File: config.mk
export PLATFORM = sky130hd
export DESIGN_NAME = arcade_input_map
export DESIGN_NICKNAME = d
export VERILOG_FILES = /design/src/rtl/arcade_input_map.sv
export SDC_FILE = /design/constraint.sdc
export NUM_CORES = 1
export LEC_CHECK = 0
export BUFFER_PORTS_ARGS = -buffer_cell sky130_fd_sc_hd__buf_2
export CELL_PAD_IN_SITES_DETAIL_PLACEMENT = 1
export CELL_PAD_IN_SITES_GLOBAL_PLACEMENT = 2
export CORE_MARGIN = 10
export CORE_UTILIZATION = 33
export DETAILED_ROUTE_END_ITERATION = 12
export PLACE_DENSITY_LB_ADDON = 0.05
export RECOVER_POWER = 50
export SKIP_CTS_REPAIR_TIMING = 1
export SYNTH_ARGS = -nofsm -noshare
export SYNTH_HDL_FRONTEND = slang
export SYNTH_SLANG_ARGS = --single-unit
File: constraint.sdc
create_clock -name clk_sys -period 2.6 [get_ports clk_sys]
set_clock_uncertainty 0.05 [all_clocks]
set_input_delay 0.52 -clock clk_sys [delete_from_list [all_inputs] [get_ports clk_sys]]
set_output_delay 0.52 -clock clk_sys [all_outputs]
set_load 0.03 [all_outputs]
File: src/rtl/arcade_input_map.sv
// Player-input front end: PS/2 key decode, joystick merge, rotation, opposite cleanup, coin stretch.
// Optional autofire on button 1 when ARCADE_INPUT_AUTOFIRE_EN is defined.
module arcade_input_map #(
  parameter int unsigned PLAYERS     = 2,
  parameter int unsigned BUTTONS     = 2,
  parameter int unsigned COIN_CYCLES = 4800000,
  parameter int unsigned AF_DIV      = 800000
) (
  input  logic                   clk_sys,
  input  logic                   reset,
  input  logic [10:0]            ps2_key,
  input  logic [16*PLAYERS-1:0]  joystick,
  input  logic [1:0]             rotate,
`ifdef ARCADE_INPUT_AUTOFIRE_EN
  input  logic [PLAYERS-1:0]     autofire,
`endif
  output logic [8*PLAYERS-1:0]   ctrl,
  output logic [PLAYERS-1:0]     start,
  output logic [PLAYERS-1:0]     coin,
  output logic                   service
);

  localparam int unsigned CW = $clog2(COIN_CYCLES + 1);

  typedef enum logic [2:0] {K_NONE, K_DIR, K_BTN, K_START, K_COIN, K_SERV} key_kind_e;

  key_kind_e   hit_kind;
  int unsigned hit_pl;
  int unsigned hit_idx;

  logic                             old_tgl_q, old_tgl_d;
  logic [PLAYERS-1:0][3:0]          kdir_q, kdir_d;
  logic [PLAYERS-1:0][BUTTONS-1:0]  kbtn_q, kbtn_d;
  logic [PLAYERS-1:0]               kstart_q, kstart_d;
  logic [PLAYERS-1:0]               kcoin_q, kcoin_d;
  logic                             kserv_q, kserv_d;
  logic [8*PLAYERS-1:0]             ctrl_q, ctrl_d;
  logic [PLAYERS-1:0]               start_q, start_d;
  logic                             service_q, service_d;
  logic [PLAYERS-1:0]               coin_prev_q, coin_prev_d;
  logic [PLAYERS-1:0][CW-1:0]       coin_cnt_q, coin_cnt_d;

`ifdef ARCADE_INPUT_AUTOFIRE_EN
  localparam int unsigned AFW = $clog2(AF_DIV + 1);
  logic [PLAYERS-1:0][AFW-1:0]      af_cnt_q, af_cnt_d;
  logic [PLAYERS-1:0]               af_phase_q, af_phase_d;
`else
  localparam int unsigned af_div_unused = AF_DIV;
`endif

  logic [15:0]        joy_w;
  logic [3:0]         raw_dir, rot_dir;
  logic [BUTTONS-1:0] btn_w;
  logic               coin_raw;
  logic               unused_joy;

  assign unused_joy = ^joystick;

  always_comb begin
    hit_kind = K_NONE;
    hit_pl   = 0;
    hit_idx  = 0;
    case ({ps2_key[8], ps2_key[7:0]})
      9'h174: begin hit_kind = K_DIR;   hit_pl = 0; hit_idx = 0; end
      9'h16B: begin hit_kind = K_DIR;   hit_pl = 0; hit_idx = 1; end
      9'h172: begin hit_kind = K_DIR;   hit_pl = 0; hit_idx = 2; end
      9'h175: begin hit_kind = K_DIR;   hit_pl = 0; hit_idx = 3; end
      9'h014: begin hit_kind = K_BTN;   hit_pl = 0; hit_idx = 0; end
      9'h011: begin hit_kind = K_BTN;   hit_pl = 0; hit_idx = 1; end
      9'h029: begin hit_kind = K_BTN;   hit_pl = 0; hit_idx = 2; end
      9'h012: begin hit_kind = K_BTN;   hit_pl = 0; hit_idx = 3; end
      9'h034: begin hit_kind = K_DIR;   hit_pl = 1; hit_idx = 0; end
      9'h023: begin hit_kind = K_DIR;   hit_pl = 1; hit_idx = 1; end
      9'h02B: begin hit_kind = K_DIR;   hit_pl = 1; hit_idx = 2; end
      9'h02D: begin hit_kind = K_DIR;   hit_pl = 1; hit_idx = 3; end
      9'h01C: begin hit_kind = K_BTN;   hit_pl = 1; hit_idx = 0; end
      9'h01B: begin hit_kind = K_BTN;   hit_pl = 1; hit_idx = 1; end
      9'h015: begin hit_kind = K_BTN;   hit_pl = 1; hit_idx = 2; end
      9'h01D: begin hit_kind = K_BTN;   hit_pl = 1; hit_idx = 3; end
      9'h016: begin hit_kind = K_START; hit_pl = 0; end
      9'h01E: begin hit_kind = K_START; hit_pl = 1; end
      9'h026: begin hit_kind = K_START; hit_pl = 2; end
      9'h025: begin hit_kind = K_START; hit_pl = 3; end
      9'h02E: begin hit_kind = K_COIN;  hit_pl = 0; end
      9'h036: begin hit_kind = K_COIN;  hit_pl = 1; end
      9'h03D: begin hit_kind = K_COIN;  hit_pl = 2; end
      9'h03E: begin hit_kind = K_COIN;  hit_pl = 3; end
      9'h02C: begin hit_kind = K_SERV; end
      default: hit_kind = K_NONE;
    endcase
  end

  // Loops bounded by PLAYERS/BUTTONS drop keys for absent slots.
  always_comb begin
    old_tgl_d = ps2_key[10];
    kdir_d    = kdir_q;
    kbtn_d    = kbtn_q;
    kstart_d  = kstart_q;
    kcoin_d   = kcoin_q;
    kserv_d   = kserv_q;
    if (ps2_key[10] != old_tgl_q) begin
      for (int unsigned p = 0; p < PLAYERS; p++) begin
        for (int unsigned d = 0; d < 4; d++)
          if (hit_kind == K_DIR && hit_pl == p && hit_idx == d) kdir_d[p][d] = ps2_key[9];
        for (int unsigned b = 0; b < BUTTONS; b++)
          if (hit_kind == K_BTN && hit_pl == p && hit_idx == b) kbtn_d[p][b] = ps2_key[9];
        if (hit_kind == K_START && hit_pl == p) kstart_d[p] = ps2_key[9];
        if (hit_kind == K_COIN && hit_pl == p) kcoin_d[p] = ps2_key[9];
      end
      if (hit_kind == K_SERV) kserv_d = ps2_key[9];
    end
  end

  always_comb begin
    ctrl_d      = '0;
    start_d     = '0;
    service_d   = kserv_q;
    coin_prev_d = coin_prev_q;
    coin_cnt_d  = coin_cnt_q;
    joy_w       = '0;
    raw_dir     = '0;
    rot_dir     = '0;
    btn_w       = '0;
    coin_raw    = 1'b0;
`ifdef ARCADE_INPUT_AUTOFIRE_EN
    af_cnt_d    = af_cnt_q;
    af_phase_d  = af_phase_q;
`endif
    for (int unsigned p = 0; p < PLAYERS; p++) begin
      joy_w   = joystick[16*p +: 16];
      raw_dir = kdir_q[p] | joy_w[3:0];
      btn_w   = kbtn_q[p] | joy_w[4 +: BUTTONS];
      case (rotate)
        2'd1:    rot_dir = {raw_dir[1], raw_dir[0], raw_dir[2], raw_dir[3]};
        2'd2:    rot_dir = {raw_dir[2], raw_dir[3], raw_dir[0], raw_dir[1]};
        2'd3:    rot_dir = {raw_dir[0], raw_dir[1], raw_dir[3], raw_dir[2]};
        default: rot_dir = raw_dir;
      endcase
      if (rot_dir[3] && rot_dir[2]) rot_dir[3:2] = 2'b00;
      if (rot_dir[1] && rot_dir[0]) rot_dir[1:0] = 2'b00;
`ifdef ARCADE_INPUT_AUTOFIRE_EN
      // Phase parks at 1 while released so a fresh press fires at once.
      if (autofire[p] && btn_w[0]) begin
        btn_w[0] = af_phase_q[p];
        if (af_cnt_q[p] == AFW'(AF_DIV - 1)) begin
          af_cnt_d[p]   = '0;
          af_phase_d[p] = ~af_phase_q[p];
        end else begin
          af_cnt_d[p] = af_cnt_q[p] + 1'b1;
        end
      end else begin
        af_cnt_d[p]   = '0;
        af_phase_d[p] = 1'b1;
      end
`else
      btn_w[0] = btn_w[0];
`endif
      ctrl_d[8*p +: 4]         = rot_dir;
      ctrl_d[8*p+4 +: BUTTONS] = btn_w;
      start_d[p]  = kstart_q[p] | joy_w[4+BUTTONS];
      coin_raw    = kcoin_q[p] | joy_w[5+BUTTONS];
      coin_prev_d[p] = coin_raw;
      if (coin_cnt_q[p] != '0)
        coin_cnt_d[p] = coin_cnt_q[p] - 1'b1;
      else if (coin_raw && !coin_prev_q[p])
        coin_cnt_d[p] = CW'(COIN_CYCLES);
    end
  end

  always_ff @(posedge clk_sys or posedge reset) begin
    if (reset) begin
      old_tgl_q   <= 1'b0;
      kdir_q      <= '0;
      kbtn_q      <= '0;
      kstart_q    <= '0;
      kcoin_q     <= '0;
      kserv_q     <= 1'b0;
      ctrl_q      <= '0;
      start_q     <= '0;
      service_q   <= 1'b0;
      coin_prev_q <= '0;
      coin_cnt_q  <= '0;
`ifdef ARCADE_INPUT_AUTOFIRE_EN
      af_cnt_q    <= '0;
      af_phase_q  <= '1;
`endif
    end else begin
      old_tgl_q   <= old_tgl_d;
      kdir_q      <= kdir_d;
      kbtn_q      <= kbtn_d;
      kstart_q    <= kstart_d;
      kcoin_q     <= kcoin_d;
      kserv_q     <= kserv_d;
      ctrl_q      <= ctrl_d;
      start_q     <= start_d;
      service_q   <= service_d;
      coin_prev_q <= coin_prev_d;
      coin_cnt_q  <= coin_cnt_d;
`ifdef ARCADE_INPUT_AUTOFIRE_EN
      af_cnt_q    <= af_cnt_d;
      af_phase_q  <= af_phase_d;
`endif
    end
  end

  always_comb begin
    coin = '0;
    for (int unsigned p = 0; p < PLAYERS; p++) coin[p] = (coin_cnt_q[p] != '0);
  end

  assign ctrl    = ctrl_q;
  assign start   = start_q;
  assign service = service_q;

endmodule

==> implementation parameters <==
Parameter                              Value

Outcome
  Result of the run ... complete, but fails checks
  Violated checks ... max-capacitance violations, max-slew violations, negative setup slack

Detailed routing
  Average routed wire per standard cell ... around 16 um
  Via density per instance ... around 5
  1st-pass router iterations ... 6
  DRC ... 0
  Number of vias after detailed routing ... 3,492
  Residual antenna-violating net count after detailed routing ... 0
  Final wirelength ... around 11,000 um
  Iteration-0 DRC count of the detailed router ... between 150 and 200

Synthesis
  Post-Syn Area ... 0.004349 mm2
  Count of yosys warnings during synthesis ... 0
  Mux cell area share after synthesis ... 0.09781
  Gate count after technology mapping ... 420
  Fraction of the mapped netlist area in compound gates ... 0.09551
  Post-synthesis async set-or-reset flop share ... 1.000
  Adder-Cell Fraction of Synth Area ... 0.005754
  Simple-gate portion of the synthesized area ... 0.2440
  Average cell area after synthesis ... ~10 um2
  Xor and xnor area share after synthesis ... 0.06041
  Number of synthesized register bits ... 81
  Main synth FF type ... dfrtp_1
  Count of cell types in the netlist ... 63
  Sequential share of the synthesized area ... 0.4661
  Number of synthesized flops with an enable pin ... 0
  Main combinational cell family by area after synthesis ... simple AND/OR/NAND/NOR gates

Clocking
  Clock-pin slew of the registers on the worst-case setup and hold paths ... ~60 ps
  Sinks on Clock Net ... 81
  Number of levels the H-tree was split into ... 3
  TritonCTS clock tree ... yes
  Number of buffers inserted during clock tree synthesis ... 9
  CTS root buffer ... clkbuf_16
  Insertion delay of the later-clocked pin in the worst-skew pair ... 340 ps
  Clk buf depth ... 2

Die
  Y dimension of the die ... about 130 um
  Std cell rows ... 41
  Number of I/O pins ... between 60 and 70
  Overall die area ... ~0.018 mm2
  Initial Util ... 0.3405
  Die width ... 134.8 um
  Area inside the core boundary ... 0.01277 mm2

Cells and area
  Util after Layout ... 0.4203
  Final design instance area without fill ... approximately 0.0054 mm2
  Area overhead of the layout relative to synthesis ... 23.45%
  Most used cells in the layout excluding fill and tap cells ... dfrtp_1, buf_2, buf_4, nor2_1, xnor2_1
  Register area ... ~0.0020 mm2
  Post-route insts no fill ... 680
  Share of cells above drive strength 1 ... 0.3051
  Most frequent standard cell in the layout excluding fill and tap cells ... dfrtp_1
  Area of combinational cells with multiple inputs ... roughly 0.0023 mm2
  Layout net count ... 552
  Inserted Diodes ... 0
  Filler Cell Count ... 1,428

Worst setup path
  Terminus of the critical flop-to-flop path ... coin_cnt_q[12]
  Start-to-end type of the worst setup path ... reg2out
  CP required ... roughly 2000 ps
  Nature of the critical path startpoint ... register
  Startpoint of the most critical setup path ... coin_cnt_q[16]
  CP Capture Type ... primary output
  Data arrival, critical path ... 2210 ps
  Startpoint of the worst register-to-register path ... coin_cnt_q[16]
  Worst R2R Path Depth ... 7
  CP Capture Point ... coin[0]
  Maximum fanout along the worst path ... 3
  Setup slack, reg-to-reg ... about 140 ps

Global routing
  Global-route wire length before repair ... between 15,000 and 20,000 um
  All-layer global routing usage ... 0.1300
  Global route overflow ... 0
  Initial antenna violation count ... 0
  Pin count of the biggest net entering global routing ... between 80 and 90
  Via count of the first global-routing pass ... 3,822

Power
  Pwr/cell area ... around 530 mW/mm2
  Highest ir drop seen on vdd ... approximately 0.00038 V
  Static leakage power ... between 2 and 2.5 nW

Placement
  Last weighted congestion value of the routability-driven placer ... 0.7406
  PortBufs ... 47
  Placed Area ... approximately 0.0050 mm2
  HPWL after detailed placement ... 8134 um
  Number of placed instances, taps included ... 659
  Setup Slack @ Placement ... -153.1 ps

Timing
  Relative slew slack ... -0.3333
  Final Hold Fails ... 0
  Crit path setup slack, layout ... -176.2 ps
  Maximum achievable frequency ... between 300 and 400 MHz
  Setup violation total in the final timing report ... 1
  Tcrit/Tclk final ... 1.068
  RSZ-0062 raised after global routing ... yes
  Clock period minus final worst setup slack ... about 2800 ps
  Max-slew violation count ... about 80
  Tightest Pin Transition ... 2000 ps

Run
  Max capacitance violation total ... 1

Hold path
  Class of the most critical hold timing path ... in2reg
## layout make-up
| class | instances | area share |
|---|---|---|
| flip-flops and latches | 81 | 0.3778 |
| repair buffers | 88 | 0.1028 |
| multi-input cells | 316 | 0.4213 |
| well taps | 172 | 0.04008 |
| clock buffers | 10 | 0.04451 |
| clock inverters | 6 | 0.007924 |
| inverters | 7 | 0.005593 |
## critical path, stage by stage, from the launching register on
cell,delay (ps)
dfrtp_1,390
or4_4,550
or4_4,560
nor3_4,170
inv_2,60
buf_6,140
## worst min path at each step
stage / startpoint / to / cells past startpoint
floorplan: kserv_q / service / 0
global placement: kserv_q / service / 0
detailed placement: kserv_q / service / 0
CTS: reset / coin_cnt_q[29] / 3
global route: ps2_key[10] / old_tgl_q / 1
finish: ps2_key[10] / old_tgl_q / 1
## flip-flops by register name, summed over array words and instances (netlist names), 2 cells and up
name and count:
kdir_q 8, start 2, ctrl 12, coin_prev_q 2, kcoin_q 2, coin_cnt_q 46, kbtn_q 4, kstart_q 2
## cells by family (layout without fill, tap and decap cells)
| family | count (synthesis) | count (layout) |
|---|---|---|
| mux | 40 | 40 |
| fa+ha+maj | 2 | 2 |
| other cells | 1 | 4 |
| simple gates | 180 | 180 |
| xor+xnor | 30 | 30 |
| compound gates | 60 | 60 |
| buf+inv | 26 | 111 |
| flops | 81 | 81 |
## metrics by stage
step / setup TNS [ps] / hold WS (ps) / power [mW]
2_1_floorplan: 0 / 297.1 / 1.538
3_3_place_gp: -798.7 / 325.4 / 1.649
3_5_place_dp: -703.8 / 323.5 / 1.656
4_1_cts: -523.4 / 268.1 / 2.882
5_1_grt: -551.3 / 296.4 / 2.975
6_report: -176.2 / 300.1 / 2.831
## synthesized netlist by cell type, drive strengths merged (7+ instances only)
master | instances | share of area
xor2 | 7 | 0.014
o21ai | 10 | 0.012
mux2 | 20 | 0.052
mux2i | 20 | 0.046
nor2 | 31 | 0.027
clkbuf | 12 | 0.010
nor2b | 8 | 0.012
a211oi | 9 | 0.016
nand4b | 8 | 0.016
buf | 7 | 0.013
or4 | 7 | 0.014
nand3 | 20 | 0.023
nor4 | 11 | 0.017
nor3 | 24 | 0.030
a21oi | 11 | 0.013
xnor2 | 23 | 0.046
nand2 | 18 | 0.016
inv | 7 | 0.0060
or2 | 11 | 0.016
nand2b | 8 | 0.012
dfrtp | 81 | 0.47
## power breakdown
part	switching, mW	total (mW)	leakage (nW)	internal, mW
logic	0.187	0.301	1.19	0.115
registers	0.0219	1.32	1.02	1.30
clock network	0.532	1.21	0.135	0.674
## routing by layer
metal | global-route usage | wire, um | up-vias
met5 | 0 | 0 | -
met4 | 0.03809 | 135 | 0
met3 | 0.03635 | 347 | 10
met2 | 0.2246 | 5848 | 35
met1 | 0.1530 | 4733 | 1752
li1 | - | - | 1695
Power figures use the tool's default switching activity.
